--- config.mk ---
export PLATFORM = sky130hd
export DESIGN_NAME = pet_prg_injector_flat
export DESIGN_NICKNAME = d
export VERILOG_FILES = /design/src/rtl/pet_prg_injector_if.sv /design/src/rtl/pet_prg_injector.sv /design/src/flat_wrapper.sv
export SDC_FILE = /design/constraint.sdc
export NUM_CORES = 1
export LEC_CHECK = 0
export BUFFER_PORTS_ARGS = -buffer_cell sky130_fd_sc_hd__buf_2
export CORE_UTILIZATION = 47
export CTS_CLUSTER_DIAMETER = 80
export DETAILED_ROUTE_END_ITERATION = 16
export HOLD_SLACK_MARGIN = 0.15
export PLACE_DENSITY = 0.84
export SKIP_LAST_GASP = 1
export SLEW_MARGIN = 20
export SYNTH_ARGS = -nofsm -noshare
export SYNTH_HDL_FRONTEND = slang
export SYNTH_SLANG_ARGS = --single-unit
--- constraint.sdc ---
create_clock -name clk -period 1.4 [get_ports clk]
set_clock_uncertainty 0.05 [all_clocks]
set_input_delay 0.28 -clock clk [delete_from_list [all_inputs] [get_ports clk]]
set_output_delay 0.28 -clock clk [all_outputs]
set_load 0.01 [all_outputs]
--- src/rtl/pet_prg_injector_if.sv ---
// Download-stream and RAM-DMA signal bundle for pet_prg_injector.
// master = injector side, slave = host/RAM side.
interface pet_prg_injector_if;
    logic        dl_active;
    logic        dl_valid;
    logic [7:0]  dl_data;
    logic        dl_ready;
    logic [14:0] dma_addr;
    logic [7:0]  dma_din;
    logic        dma_we;

    modport master (
        input  dl_active, dl_valid, dl_data,
        output dl_ready, dma_addr, dma_din, dma_we
    );

    modport slave (
        output dl_active, dl_valid, dl_data,
        input  dl_ready, dma_addr, dma_din, dma_we
    );
endinterface

--- src/rtl/pet_prg_injector.sv ---
// Loads a .PRG byte stream into PET RAM through the DMA port, then
// patches the BASIC VARTAB/ARYTAB/STREND pointers to the end address.
module pet_prg_injector #(
    parameter bit         PATCH_EN = 1'b1,
    parameter logic [7:0] PTR_BASE = 8'h2A
) (
    input  logic               clk,
    input  logic               reset,
    pet_prg_injector_if.master bus,
    output logic               busy,
    output logic               done,
    output logic               error,
    output logic [15:0]        load_start,
    output logic [15:0]        load_end
);

    typedef enum logic [2:0] {
        IDLE, HDR_LO, HDR_HI, DATA, PATCH, DONE
    } state_t;

    state_t      state;
    state_t      state_nxt;
    logic        act_q;
    logic        rise;
    logic        rx_state;
    logic        accept;
    logic [15:0] cur_addr;
    logic        wr_pend;
    logic [14:0] wr_addr;
    logic [7:0]  wr_data;
    logic [2:0]  patch_cnt;

    // Follows the pin through reset too, so a level held across reset
    // is never mistaken for a start edge.
    always_ff @(posedge clk) begin
        act_q <= bus.dl_active;
    end

    assign rise     = bus.dl_active & ~act_q;
    assign rx_state = (state == HDR_LO) || (state == HDR_HI) ||
                      (state == DATA);
    assign accept   = rx_state & bus.dl_active & bus.dl_valid;

    always_ff @(posedge clk) begin
        if (reset) begin
            state <= IDLE;
        end else begin
            state <= state_nxt;
        end
    end

    always_comb begin
        state_nxt    = state;
        bus.dl_ready = rx_state;
        busy         = (state != IDLE);
        done         = (state == DONE);
        bus.dma_we   = wr_pend;
        bus.dma_addr = wr_addr;
        bus.dma_din  = wr_data;
        unique case (state)
            IDLE: begin
                if (rise) state_nxt = HDR_LO;
            end
            HDR_LO: begin
                if (!bus.dl_active) state_nxt = DONE;
                else if (accept)    state_nxt = HDR_HI;
            end
            HDR_HI: begin
                if (!bus.dl_active) state_nxt = DONE;
                else if (accept)    state_nxt = DATA;
            end
            DATA: begin
                if (!bus.dl_active) begin
                    state_nxt = (PATCH_EN && !error) ? PATCH : DONE;
                end
            end
            PATCH: begin
                bus.dma_we   = 1'b1;
                bus.dma_addr = {7'd0, PTR_BASE} + {12'd0, patch_cnt};
                bus.dma_din  = patch_cnt[0] ? load_end[15:8]
                                            : load_end[7:0];
                if (patch_cnt == 3'd5) state_nxt = DONE;
            end
            DONE: begin
                state_nxt = IDLE;
            end
            default: begin
                state_nxt = IDLE;
            end
        endcase
    end

    always_ff @(posedge clk) begin
        if (reset) begin
            error      <= 1'b0;
            load_start <= 16'd0;
            load_end   <= 16'd0;
            cur_addr   <= 16'd0;
            wr_pend    <= 1'b0;
            wr_addr    <= 15'd0;
            wr_data    <= 8'd0;
            patch_cnt  <= 3'd0;
        end else begin
            wr_pend <= 1'b0;
            unique case (state)
                IDLE: begin
                    patch_cnt <= 3'd0;
                    if (rise) error <= 1'b0;
                end
                HDR_LO: begin
                    if (!bus.dl_active) begin
                        error <= 1'b1;
                    end else if (accept) begin
                        load_start[7:0] <= bus.dl_data;
                    end
                end
                HDR_HI: begin
                    if (!bus.dl_active) begin
                        error <= 1'b1;
                    end else if (accept) begin
                        load_start[15:8] <= bus.dl_data;
                        cur_addr <= {bus.dl_data, load_start[7:0]};
                        if (bus.dl_data[7]) error <= 1'b1;
                    end
                end
                DATA: begin
                    if (!bus.dl_active) begin
                        load_end <= cur_addr;
                    end else if (accept) begin
                        // Past the 32KB window: swallow, flag, hold address.
                        if (cur_addr[15]) begin
                            error <= 1'b1;
                        end else begin
                            wr_pend  <= 1'b1;
                            wr_addr  <= cur_addr[14:0];
                            wr_data  <= bus.dl_data;
                            cur_addr <= cur_addr + 16'd1;
                        end
                    end
                end
                PATCH: begin
                    patch_cnt <= patch_cnt + 3'd1;
                end
                DONE: begin
                end
                default: begin
                end
            endcase
        end
    end

endmodule

--- src/flat_wrapper.sv ---
// flat-port wrapper written by rule: the top's interface ports become plain ports
module pet_prg_injector_flat 
#(
    parameter bit         PATCH_EN = 1'b1,
    parameter logic [7:0] PTR_BASE = 8'h2A
)
  (clk, reset, busy, done, error, load_start, load_end, bus_dl_active, bus_dl_valid, bus_dl_data, bus_dl_ready, bus_dma_addr, bus_dma_din, bus_dma_we);
  pet_prg_injector_if bus_i ();
  input  logic clk;
  input  logic reset;
  output logic busy;
  output logic done;
  output logic error;
  output logic [15:0] load_start;
  output logic [15:0] load_end;
  input wire logic [$bits(bus_i.dl_active)-1:0] bus_dl_active;
  input wire logic [$bits(bus_i.dl_valid)-1:0] bus_dl_valid;
  input wire logic [$bits(bus_i.dl_data)-1:0] bus_dl_data;
  output wire logic [$bits(bus_i.dl_ready)-1:0] bus_dl_ready;
  output wire logic [$bits(bus_i.dma_addr)-1:0] bus_dma_addr;
  output wire logic [$bits(bus_i.dma_din)-1:0] bus_dma_din;
  output wire logic [$bits(bus_i.dma_we)-1:0] bus_dma_we;
  assign bus_i.dl_active = bus_dl_active;
  assign bus_i.dl_valid = bus_dl_valid;
  assign bus_i.dl_data = bus_dl_data;
  assign bus_dl_ready = bus_i.dl_ready;
  assign bus_dma_addr = bus_i.dma_addr;
  assign bus_dma_din = bus_i.dma_din;
  assign bus_dma_we = bus_i.dma_we;
  pet_prg_injector #(.PATCH_EN(PATCH_EN), .PTR_BASE(PTR_BASE)) u_core (.clk(clk), .reset(reset), .bus(bus_i), .busy(busy), .done(done), .error(error), .load_start(load_start), .load_end(load_end));
endmodule
==> run summary <==
total gr overflow - 0
Pins Over Slew Limit - 0
Fillers - 394
diode count - 0
fin crit share - 140%
FF-to-FF setup slack - -0.50 ns
Main synth FF type - dfxtp_1
max-cap violations - 0
Crit Path Class - flop to primary output
Post-Syn Instances - 469
Worst-path clk slew - 0.10 ns
YS warnings - 0
reg2reg start - u_core.state[1]
failing checks - setup timing
Reg2Reg Depth - 9
detail-routed via count per cell - 6.57
sequential-to-total area share from yosys stat - 42.3%
Syn Area/Cell - 8.07 µm²
initial antenna violation count - 0
fin crit period - 1.96 ns
DRT iter0 DRCs - 529
Worst Setup End Kind - primary output
first-pass GRT wire length - 20800 µm
Area after DPL - 0.00490 mm²
CP Launch Point - u_core.state[1]
placed insts - 676
CTS tree - built
Setup Viol. Count Final - 102
drt total wl - 17700 µm
worst skew pair latency - 0.37 ns
final instance area - 0.00635 mm²
synthesized net count - 485
clock buffer depth - 2
dpl hpwl - 8230 µm
Die X - 91.8 µm
Hold Crit Depth - 3
outcome - complete, but fails checks
share of cells above drive strength 1 - 52.5%
Worst setup SP type - flop
pin count of the biggest net entering global routing - 40
RSZ-0062 raised after global routing - true
I/O pin total - 72
worst slack, placed - -0.253 ns
Yosys top cell area share - 42.3%
number of global-route vias before repair - 4177
endpoints failing hold - 0
required time worst endpoint - 1.07 ns
setup TNS - -31.53 ns
post-layout instance count excluding filler cells - 734
Antenna Nets Post-Route - 0
DRC viols - 0
worst hold endpoint - u_core.wr_data[7]
EDFF count, synth - 0
area grow syn2layout - 67.8%
Static Leak - 2.76 nW
VDD IR-drop max - 0.582 mV
die area - 0.00842 mm²
dominant cells by area after synthesis - dfxtp_1 (42%), nand2_1 (9.2%), a21oi_1 (8.1%), mux2i_1 (5.8%), nor2_1 (4.3%)
Max Fclk - 0.511 GHz
drt pass-1 iters - 7
total CTS buffers - 9
core area - 0.00777 mm²
FP Rows - 32
count of cell types in the netlist - 59
Worst-Margin Slew - 0.528 ns
top-count cell post-synth - nand2_1
Synth Register Bits - 80
PwrDens - 838 mW/mm²
vias - 4819
min-delay worst type - input port to flop
GPL Wtd Cong - 0.922
WP data arrival - 1.63 ns
H-tree Lvls - 3
Post-Synthesis Cell Area - 0.00379 mm²
Hold Crit Start - bus_dl_data[7]
Root Driver - clkbuf_8
Initial Util - 48.7%
final core occ - 81.8%
worst flop-to-flop path endpoint - u_core.load_end[15]
Slew HR - 64.8%
crit path max fanout - 5
total global-route track usage - 32.0%
asr flop ratio synth - 0%
Die H - 91.8 µm
synth cell count leaders - nand2_1 (93), dfxtp_1 (80), a21oi_1 (61)
CTS sink cnt - 80
wire per inst - 24.1 µm
I/O Buffers - 71
cell taking the most area after synthesis - dfxtp_1
final worst setup slack - -0.557 ns
Final Net Count - 643
-- placed cells by master (no fill, tap or decap), drive strengths merged, types with 11 or more instances in the layout --
master / instances
a21oi: 61
buf: 179
clkbuf: 12
dfxtp: 80
inv: 13
mux2i: 22
nand2: 94
nand3: 11
nor2: 43
nor2b: 12
-- worst max-delay path, stage by stage (launching register included) --
cell,delay (ns)
dfxtp_4,0.39
nor2_4,0.04
and2_4,0.18
buf_4,0.15
buf_12,0.13
buf_6,0.12
nor2b_1,0.11
buf_2,0.14
-- per-layer routing --
metal / GRT usage, % / up-vias / routed length [µm]
met5: 0 / - / 0
met4: 16.0 / 0 / 1110
met3: 6.97 / 130 / 2140
met2: 55.2 / 457 / 8260
met1: 37.5 / 2267 / 6180
li1: - / 1965 / -
-- sequential cells by signal, summed over array words and instances (netlist names), 3 cells and up --
signal / cells
u_core.cur_addr: 16
u_core.load_end: 16
u_core.load_start: 16
u_core.wr_addr: 15
u_core.wr_data: 8
u_core.patch_cnt: 3
u_core.state: 3
-- report_power, final --
part	total, mW	internal [mW]	switching (mW)
Sequential	2.34	2.30	0.0404
Combinational	1.01	0.486	0.525
Clock	1.97	1.02	0.953
-- cell type report --
| class | instances | area [µm²] | area share (%) |
|---|---|---|---|
| sequential | 80 | 1630 | 25.6 |
| clock buffer | 10 | 128 | 2.01 |
| tap | 102 | 128 | 2.01 |
| inverter | 11 | 43.8 | 0.689 |
| timing repair buffer | 181 | 1590 | 25.0 |
| multi-input combinational | 344 | 2750 | 43.2 |
| clock inverter | 6 | 91.3 | 1.44 |
-- through the flow --
stage,hold slack [ns],power (mW)
after detailed placement,0.395,3.02
final,0.178,5.32
after CTS,0.161,4.99
after floorplan,0.258,2.77
after global routing,0.188,5.46
after global placement,0.391,3.00
-- worst max-delay path by stage --
stage                           end  slack [ns]  depth (start not counted)
6_report            bus_dma_addr[6]       -0.56                          7
3_5_place_dp     u_core.cur_addr[9]       -0.25                          5
2_1_floorplan  u_core.load_start[0]       -0.03                          5
5_1_grt              bus_dma_din[2]       -0.61                          7
4_1_cts             bus_dma_addr[0]       -0.51                          5
3_3_place_gp     u_core.cur_addr[9]       -0.16                          5
-- cells by family after synthesis --
| family | count (synthesis) | share of synthesized area, % |
|---|---|---|
| adder cells (fa/ha/maj) | 5 | 1.59 |
| AO/OA/AOI/OAI | 111 | 19.2 |
| flip-flops | 80 | 42.3 |
| AND/OR/NAND/NOR | 201 | 24.7 |
| multiplexers | 25 | 6.71 |
| buffers and inverters | 47 | 5.52 |
-- what timing repair did --
item	in CTS	in global routing
pin swaps	14	68
buffers inserted	15	24
cloned	4	5
gates resized for setup	34	151
setup endpoints to repair	78	103
hold buffers	0	0
No activity file was read; power rests on OpenSTA's default activity.
